===== src/rtl/hd_encoder_ctrl.sv =====
// rtl/hd_encoder_ctrl.sv - control sequencer building and bundling n-gram hypervectors for the HD encoder
module hd_encoder_ctrl #(
  parameter int NGRAM_MAX        = 8,
  parameter int SAMPLE_CNT_WIDTH = 10,
  parameter int MAN_VALUE_WIDTH  = 8,
  parameter int CTX_IDX_WIDTH    = 2,
  localparam int NGW             = $clog2(NGRAM_MAX + 1)
) (
  input  logic                        clk_i,
  input  logic                        rst_ni,
  input  logic                        start_i,
  input  logic                        abort_i,
  input  logic [NGW-1:0]              cfg_ngram_i,
  input  logic [SAMPLE_CNT_WIDTH-1:0] cfg_num_samples_i,
  input  logic [CTX_IDX_WIDTH-1:0]    cfg_ctx_idx_i,
  input  logic                        cfg_accumulate_i,
  output logic                        busy_o,
  output logic                        done_o,
  input  logic                        sample_valid_i,
  output logic                        sample_ready_o,
  input  logic [MAN_VALUE_WIDTH-1:0]  sample_value_i,
  output logic                        mem_rd_o,
  output logic [MAN_VALUE_WIDTH-1:0]  ext_man_value_o,
  output logic                        man_en_o,
  output logic [1:0]                  man_input_sel_o,
  output logic                        man_value_sel_o,
  output logic                        mixer_en_o,
  output logic                        mixer_inverse_o,
  output logic                        mixer_perm_sel_o,
  output logic [1:0]                  hd_op_sel_o,
  output logic                        en_bundle_cntr_o,
  output logic                        rst_bundle_cntr_o,
  output logic [CTX_IDX_WIDTH-1:0]    bundle_ctx_idx_o,
  output logic                        bundle_ctx_we_o,
  output logic                        bundle_ctx_add_o
);

  // Datapath operand / mux encodings
  localparam logic [1:0] OP_NOP         = 2'd0;
  localparam logic [1:0] OP_PASS        = 2'd1;
  localparam logic [1:0] OP_XOR         = 2'd2;
  localparam logic [1:0] SEL_ZERO       = 2'd0;
  localparam logic [1:0] SEL_MEMORY     = 2'd1;
  localparam logic [1:0] SEL_OUTPUT_REG = 2'd2;
  localparam logic       VAL_INTERNAL   = 1'b0;
  localparam logic       VAL_EXTERNAL   = 1'b1;

  typedef enum logic [2:0] {
    S_IDLE, S_CLR, S_FETCH, S_LOAD, S_BIND, S_PERM, S_BUNDLE, S_STORE
  } state_e;

  state_e                      state_q, state_d;
  logic [NGW-1:0]              n_q, n_norm, j_q, j_inc;
  logic [SAMPLE_CNT_WIDTH-1:0] ns_q, s_q, s_inc;
  logic [CTX_IDX_WIDTH-1:0]    ctx_q;
  logic                        acc_q;

  // Item-memory read is the only Mealy output: it follows the handshake directly
  assign mem_rd_o = (state_q == S_FETCH) && sample_valid_i;

  assign j_inc = j_q + NGW'(1);
  assign s_inc = s_q + SAMPLE_CNT_WIDTH'(1);

  // N=0 behaves as unigrams, oversized N clamps to the largest supported n-gram
  assign n_norm = (cfg_ngram_i == '0) ? NGW'(1) :
                  (cfg_ngram_i > NGW'(NGRAM_MAX)) ? NGW'(NGRAM_MAX) : cfg_ngram_i;

  // Next-state selection; abort overrides every non-idle transition
  always_comb begin
    state_d = state_q;
    case (state_q)
      S_IDLE:   if (start_i && (cfg_num_samples_i != '0)) state_d = S_CLR;
      S_CLR:    state_d = S_FETCH;
      S_FETCH:  if (sample_valid_i) state_d = (j_q == '0) ? S_LOAD : S_BIND;
      S_LOAD,
      S_BIND:   state_d = ((j_inc == n_q) || (s_inc == ns_q)) ? S_BUNDLE : S_PERM;
      S_PERM:   state_d = S_FETCH;
      S_BUNDLE: state_d = (s_q < ns_q) ? S_FETCH : S_STORE;
      S_STORE:  state_d = S_IDLE;
      default:  state_d = S_IDLE;
    endcase
    if (abort_i && (state_q != S_IDLE)) state_d = S_IDLE;
  end

  // State, counters, latched config and outputs registered from the upcoming state
  always_ff @(posedge clk_i or negedge rst_ni) begin
    if (!rst_ni) begin
      state_q           <= S_IDLE;
      n_q               <= '0;
      ns_q              <= '0;
      ctx_q             <= '0;
      acc_q             <= 1'b0;
      s_q               <= '0;
      j_q               <= '0;
      ext_man_value_o   <= '0;
      done_o            <= 1'b0;
      busy_o            <= 1'b0;
      sample_ready_o    <= 1'b0;
      man_en_o          <= 1'b0;
      man_input_sel_o   <= SEL_ZERO;
      man_value_sel_o   <= VAL_INTERNAL;
      mixer_en_o        <= 1'b0;
      mixer_inverse_o   <= 1'b0;
      mixer_perm_sel_o  <= 1'b0;
      hd_op_sel_o       <= OP_NOP;
      en_bundle_cntr_o  <= 1'b0;
      rst_bundle_cntr_o <= 1'b0;
      bundle_ctx_idx_o  <= '0;
      bundle_ctx_we_o   <= 1'b0;
      bundle_ctx_add_o  <= 1'b0;
    end else begin
      state_q <= state_d;

      if ((state_q == S_IDLE) && start_i) begin
        n_q   <= n_norm;
        ns_q  <= cfg_num_samples_i;
        ctx_q <= cfg_ctx_idx_i;
        acc_q <= cfg_accumulate_i;
      end

      case (state_q)
        S_CLR: begin
          s_q <= '0;
          j_q <= '0;
        end
        S_LOAD, S_BIND: begin
          s_q <= s_inc;
          j_q <= j_inc;
        end
        S_BUNDLE: j_q <= '0;
        default: ;
      endcase

      if (mem_rd_o) ext_man_value_o <= sample_value_i;

      done_o <= ((state_q == S_IDLE) && start_i && (cfg_num_samples_i == '0)) ||
                ((state_q == S_STORE) && !abort_i);

      busy_o            <= (state_d != S_IDLE);
      sample_ready_o    <= 1'b0;
      man_en_o          <= 1'b0;
      man_input_sel_o   <= SEL_ZERO;
      man_value_sel_o   <= VAL_INTERNAL;
      mixer_en_o        <= 1'b0;
      mixer_inverse_o   <= 1'b0;
      mixer_perm_sel_o  <= 1'b0;
      hd_op_sel_o       <= OP_NOP;
      en_bundle_cntr_o  <= 1'b0;
      rst_bundle_cntr_o <= 1'b0;
      bundle_ctx_idx_o  <= '0;
      bundle_ctx_we_o   <= 1'b0;
      bundle_ctx_add_o  <= 1'b0;

      case (state_d)
        S_CLR:   rst_bundle_cntr_o <= 1'b1;
        S_FETCH: sample_ready_o    <= 1'b1;
        S_LOAD, S_BIND: begin
          man_input_sel_o <= SEL_MEMORY;
          man_en_o        <= 1'b1;
          man_value_sel_o <= VAL_EXTERNAL;
          hd_op_sel_o     <= (state_d == S_BIND) ? OP_XOR : OP_PASS;
        end
        S_PERM: begin
          man_input_sel_o <= SEL_OUTPUT_REG;
          mixer_en_o      <= 1'b1;
          hd_op_sel_o     <= OP_PASS;
        end
        S_BUNDLE: en_bundle_cntr_o <= 1'b1;
        S_STORE: begin
          bundle_ctx_we_o  <= 1'b1;
          bundle_ctx_idx_o <= ctx_q;
          bundle_ctx_add_o <= acc_q;
        end
        default: ;
      endcase
    end
  end

endmodule


===== config.mk =====
export PLATFORM = sky130hd
export DESIGN_NAME = hd_encoder_ctrl
export DESIGN_NICKNAME = d
export VERILOG_FILES = /design/src/rtl/hd_encoder_ctrl.sv
export SDC_FILE = /design/constraint.sdc
export NUM_CORES = 1
export LEC_CHECK = 0
export ABC_AREA = 1
export CAP_MARGIN = 20
export CORE_MARGIN = 5
export CORE_UTILIZATION = 58
export CTS_BUF_LIST = sky130_fd_sc_hd__clkbuf_4
export DETAILED_ROUTE_END_ITERATION = 8
export GPL_TIMING_DRIVEN = 0
export PLACE_DENSITY = 0.93
export SLEW_MARGIN = 20
export SYNTH_ARGS = -nofsm -noshare
export SYNTH_HDL_FRONTEND = slang
export SYNTH_SLANG_ARGS = --single-unit

===== constraint.sdc =====
create_clock -name clk_i -period 3.21 [get_ports clk_i]
set_input_delay 0.4815 -clock clk_i [delete_from_list [all_inputs] [get_ports clk_i]]
set_output_delay 0.4815 -clock clk_i [all_outputs]
set_load 0.01 [all_outputs]

After elaboration in Yosys (flattened, before gate mapping). Cells that the tools add are included.

Equality and inequality tests: 16. Mux-type cells: 22. Magnitude comparators: 2. Reduce and logical (&&, ||, !) cells: 22. $add $sub $neg: 2.

Operators by type and width (count): $eq 3x3->1 const B (8); $pmux 10 s2 (1); $pmux 3 s6 (1); $mux 3 (5); $eq 3x2->1 const B (4); $add 10x1->10 const B (1); $eq 10x10->1 (1); $logic_not 10->1 (1); $lt 10x10->1 (1); $reduce_bool 10->1 (1); $logic_not 4->1 (2); $mux 4 (2); $pmux 2 s2 (2); $pmux 4 s2 (1); $reduce_or 2->1 (4); $mux 1 (7); $eq 3x1->1 const B (2); $logic_and 1x1->1 (6); $mux 2 (3); $reduce_bool 3->1 (2); $add 4x1->4 const B (1); $eq 4x4->1 (1); $gt 4x4->1 const B (1); $reduce_bool 2->1 (2); 3 further kinds (4).

Bits in registers: 57. Logic and storage cells: 84. Input bits: 30. Output and inout port bits: 27.

Logic depth before layout (Yosys ltp).
Depth in word-level cells: 9. Gate-level depth with buffers: 17.

Worst setup path after synthesis. OpenSTA, ideal clock, no wires.

Path type: register to register. Start point: reg s_q[1]. End point: reg hd_op_sel_o[0]. Stages on the path, launching flop included: 17. Required time: 3087 ps. Data arrival time: 1648 ps. Library setup time: 123 ps. Slack: 1439 ps. Buffers on the path: 0. Clock period less this slack: 1771 ps. Path through: dfrtp_1 -> ha_1 -> inv_1 -> nand2_1 -> nand2_1 -> nor2_1 -> nand3_1 -> nor2_1 -> nand2_1 -> nor2_1 -> nand4_1 -> nand2_1 -> nand2_2 -> nand2_4 -> inv_1 -> nand4_1 -> nand2_1.

Word-level cells in the longest chain between the ends: 9. Elaborated cells between the ends (all ways): 14.

RTL lines: from (decl) (line 54) `logic [SAMPLE_CNT_WIDTH-1:0] ns_q, s_q, s_inc;`; from (signal assigned) (line 127) `s_q <= s_inc;`; $add 10x1->10 (line 62) `assign s_inc = s_q + SAMPLE_CNT_WIDTH'(1);`; $eq 10x10->1 (line 76) `S_BIND: state_d = ((j_inc == n_q) || (s_inc == ns_q)) ? S_BUNDLE : S_PERM;`; $logic_or 1x1->1 (line 76); $mux 2 (line 76); $pmux 3 s6 * (line 71) `case (state_q)`; $mux 3 * (line 82) `if (abort_i && (state_q != S_IDLE)) state_d = S_IDLE;`; $eq 3x3->1 / $eq 3x2->1 (equally long branches) (line 154, 161); $mux 2 / $reduce_or 2->1 (equally long branches) (line 161, 154); $pmux 2 s2 * (line 154) `case (state_d)`; to (signal assigned) (line 161) `hd_op_sel_o <= (state_d == S_BIND) ? OP_XOR : OP_PASS;`; to (decl) (line 30) `output logic [1:0] hd_op_sel_o,`.

Every way passes the cells marked *; elsewhere a longest branch is shown, timed or not. A chain may end at the register's enable or synchronous reset.

Final worst setup path.
Start point: reg state_q[0]. End point: out mem_rd_o.

Word-level cells in the longest chain between the ends: 2.

RTL lines: from (decl) (line 52) `state_e state_q, state_d;`; from (signal assigned) (line 112) `state_q <= state_d;`; $eq 3x2->1 (line 59) `assign mem_rd_o = (state_q == S_FETCH) && sample_valid_i;`; $logic_and 1x1->1 (line 59); to (decl) (line 22) `output logic mem_rd_o,`.

No other way between the ends.

==> flow_metrics.env <==
export IMPL_drt_pass1_iterations=7
export IMPL_cts_htree_levels=3
export IMPL_cts_tree="built"
export IMPL_fin_crit_sh=0.7940
export IMPL_cts_setup_buffers=0
export IMPL_clock_sinks=57
export IMPL_crit_fanout=10
export IMPL_syn_area_um2=2933
export IMPL_yosys_area_share_simple=0.2649
export IMPL_yosysWarnings=0
export IMPL_p_per_area_nw_per_um2=833.2
export IMPL_grt_total_usage=0.2446
export IMPL_num_vias=2725
export IMPL_tightest_slew_ns=0.6961
export IMPL_rsz0062_at_grt="false"
export IMPL_drv_slew=0
export IMPL_yosysUniqueCellTypes=29
export IMPL_worstPathRequired_ns=2.73
export IMPL_cts_buffers=9
export IMPL_setup_violations_final=0
export IMPL_fmax_ghz=0.3924
export IMPL_path_class="flop to primary output"
export IMPL_grt_max_degree=58
export IMPL_die_area_um2=6579
export IMPL_core_area_um2=4817
export IMPL_antenna_left=0
export IMPL_synthAdderAreaFrac=0.05546
export IMPL_cp_start_kind="flop"
export IMPL_slew_headroom=0.5359
export IMPL_antenna_found_initial=0
export IMPL_ir_drop_v=0.0006701
export IMPL_cts_buffer_depth=2
export IMPL_crit_chain="nor2_1 > nand2_1 > inv_2 > nand2_2 > clkinv_2 > clkdlybuf4s50_1"
export IMPL_clock_skew_ns=0.01474
export IMPL_leakagePower_nw=1.884
export IMPL_utilization=0.7725
export IMPL_ioPinCount=57
export IMPL_arrival_ns=2.07
export IMPL_finalWirelength_um=7290
export IMPL_cap_violations=0
export IMPL_slowest_delay_ns=0.56
export IMPL_routabilityCongestion=0.8798
export IMPL_hpwl_um=5314
export IMPL_final_cells=502
export IMPL_synth_top_family_by_area="simple AND/OR/NAND/NOR gates"
export IMPL_grt_ovfl_total=0
export IMPL_portBuffers=54
export IMPL_synth_area_mux_share=0
export IMPL_placedCellCount=486
export IMPL_cts_resized=0
export IMPL_drt_initial_drc_count=308
export IMPL_synth_cells=364
export IMPL_start_util=0.6088
export IMPL_hold_viol_final=0
export IMPL_syn_avg_cell_area_um2=8.057
export IMPL_hold_path_class="input port to async pin"
export IMPL_synth_compound_area_frac=0.08874
export IMPL_ys_seq_area_frac=0.4863
export IMPL_dieWidth_um=81.11
export IMPL_crit_path_end_kind="primary output"
export IMPL_clock_latency_ns=0.41
export IMPL_nets=473
export IMPL_grt_first_pass_wirelength_um=11990
export IMPL_postPlaceCellArea_um2=3558
export IMPL_synth_xor_xnor_area_share=0.01792
export IMPL_fin_area_um2=3721
export IMPL_drc=0
export IMPL_die_h_um=81.11
export IMPL_wl_per_cell_um=14.52
export IMPL_whs_ns=0.1171
export IMPL_status="finished, final reports clean"
export IMPL_cp_slowest_cell="clkdlybuf4s50_1"
export IMPL_row_count=25
export IMPL_post_drt_via_cell_ratio=5.428
export IMPL_clockRootBuffer="clkbuf_4"
export IMPL_post_cts_hold_buffer_count=0
export IMPL_synth_seq_cells=57
export IMPL_diodes=0
export IMPL_fill_cells=333
export IMPL_clk_pin_slew_ns=0.10
export IMPL_fin_crit_ns=2.549
export IMPL_layout_drive_gt1_share=0.09425
export IMPL_grt_pass1_vias=2717
export IMPL_areaGrowthSynthToFinish_pct=26.88
logic make-up after synthesis:
kind of cell             after synthesis
AND/OR/NAND/NOR                      177
buffers and inverters                 63
flip-flops                            57
AO/OA/AOI/OAI                         47
adder cells (fa/ha/maj)               13
XOR/XNOR                               6
other                                  1
registers in the layout, indices dropped and copies added (netlist names), 2 cells and up:
register	flops
ns_q	10
ctx_q	2
s_q	10
man_input_sel_o	2
j_q	4
bundle_ctx_idx_o	2
ext_man_value_o	8
hd_op_sel_o	2
state_q	3
n_q	4
final timing paths:
check | from | to | slack (ns) | cells after the start
max | state_q[0] | mem_rd_o | 0.66 | 6
min | rst_ni | ns_q[4] | 0.12 | 1
max reg2reg | s_q[1] | man_input_sel_o[0] | 0.99 | 15
min reg2reg | ext_man_value_o[1] | ext_man_value_o[1] | 0.49 | 2
max in group asynchronous | rst_ni | man_input_sel_o[0] | 2.63 | 1
min in group clk_i | ext_man_value_o[1] | ext_man_value_o[1] | 0.49 | 2
cells in the final DEF, fill, tap and decap left out:
cell / n
o21ai_1: 1
inv_1: 52
clkbuf_1: 4
o22ai_1: 7
buf_4: 4
bufinv_16: 2
o21ai_0: 26
clkinvlp_4: 2
nand3_2: 2
a21oi_1: 8
nand2_1: 110
o2111ai_1: 1
o21ai_2: 1
inv_2: 2
nor4_1: 2
nor2_2: 5
nand2_2: 6
nand4_1: 7
dfrtp_1: 57
nand2_4: 2
a22oi_1: 1
nor2_1: 21
o32ai_1: 1
xor2_1: 4
clkinv_2: 3
clkdlybuf4s50_1: 53
nand4_2: 1
nand3_1: 21
clkbuf_4: 11
o211ai_1: 1
ha_1: 13
conb_1: 2
xnor2_1: 2
per-stage QoR:
stage / power (W) / worst slack, ns / setup TNS [ns]
3_3_place_gp: 0.002408 / -0.009206 / -0.3313
6_report: 0.003101 / 0.6614 / 0
4_1_cts: 0.003093 / 0.6699 / 0
3_5_place_dp: 0.002475 / 0.8397 / 0
2_1_floorplan: 0.001968 / 1.439 / 0
5_1_grt: 0.003330 / 0.5721 / 0
layer usage:
layer  global-route usage  share of wire  wire length [µm]
met4               0.1453          0.032               234
met2               0.4048           0.50              3643
met3              0.07095          0.082               596
met1               0.2804           0.39              2816
met5                    0              0                 0
cells in the mapped netlist:
cell type,instances,area share
nand2_1,110,0.14
dfrtp_1,57,0.49
inv_1,52,0.067
o21ai_0,26,0.044
nand3_1,21,0.036
nor2_1,21,0.027
ha_1,13,0.055
a21oi_1,8,0.014
nand4_1,7,0.015
o22ai_1,7,0.015
nand2_2,6,0.013
nor2_2,5,0.011
clkbuf_1,4,0.0051
xor2_1,4,0.012
buf_4,3,0.0077
clkinv_2,2,0.0034
inv_2,2,0.0026
nand2_4,2,0.0077
nand3_2,2,0.0068
nor4_1,2,0.0043
xnor2_1,2,0.0060
a22oi_1,1,0.0026
conb_1,1,0.0013
nand4_2,1,0.0043
o2111ai_1,1,0.0030
o211ai_1,1,0.0026
o21ai_1,1,0.0017
o21ai_2,1,0.0030
o32ai_1,1,0.0030
power by group:
part           total, W  internal [W]  switching (W)
combinational   0.00138      0.000529       0.000854
sequential      0.00111      0.000958       0.000150
clock          0.000610      0.000332       0.000278
critical path, delay by kind of cell, from the launching register on:
family                 cells  cell delay, ns
buffers and inverters      3            0.81
DFF                        1            0.44
and+or+nand+nor            3            0.41
area by class of cell:
type	count	area [µm²]	area share
clock inverters	5	80.08	0.02152
plain buffers	7	37.54	0.01009
inverters	56	212.7	0.05716
clock buffers	11	82.58	0.02219
repair buffers	54	538.0	0.1446
multi-input cells	245	1260	0.3386
well taps	67	83.83	0.02253
flip-flops and latches	57	1426	0.3833
(Power assumes the default switching activity.)
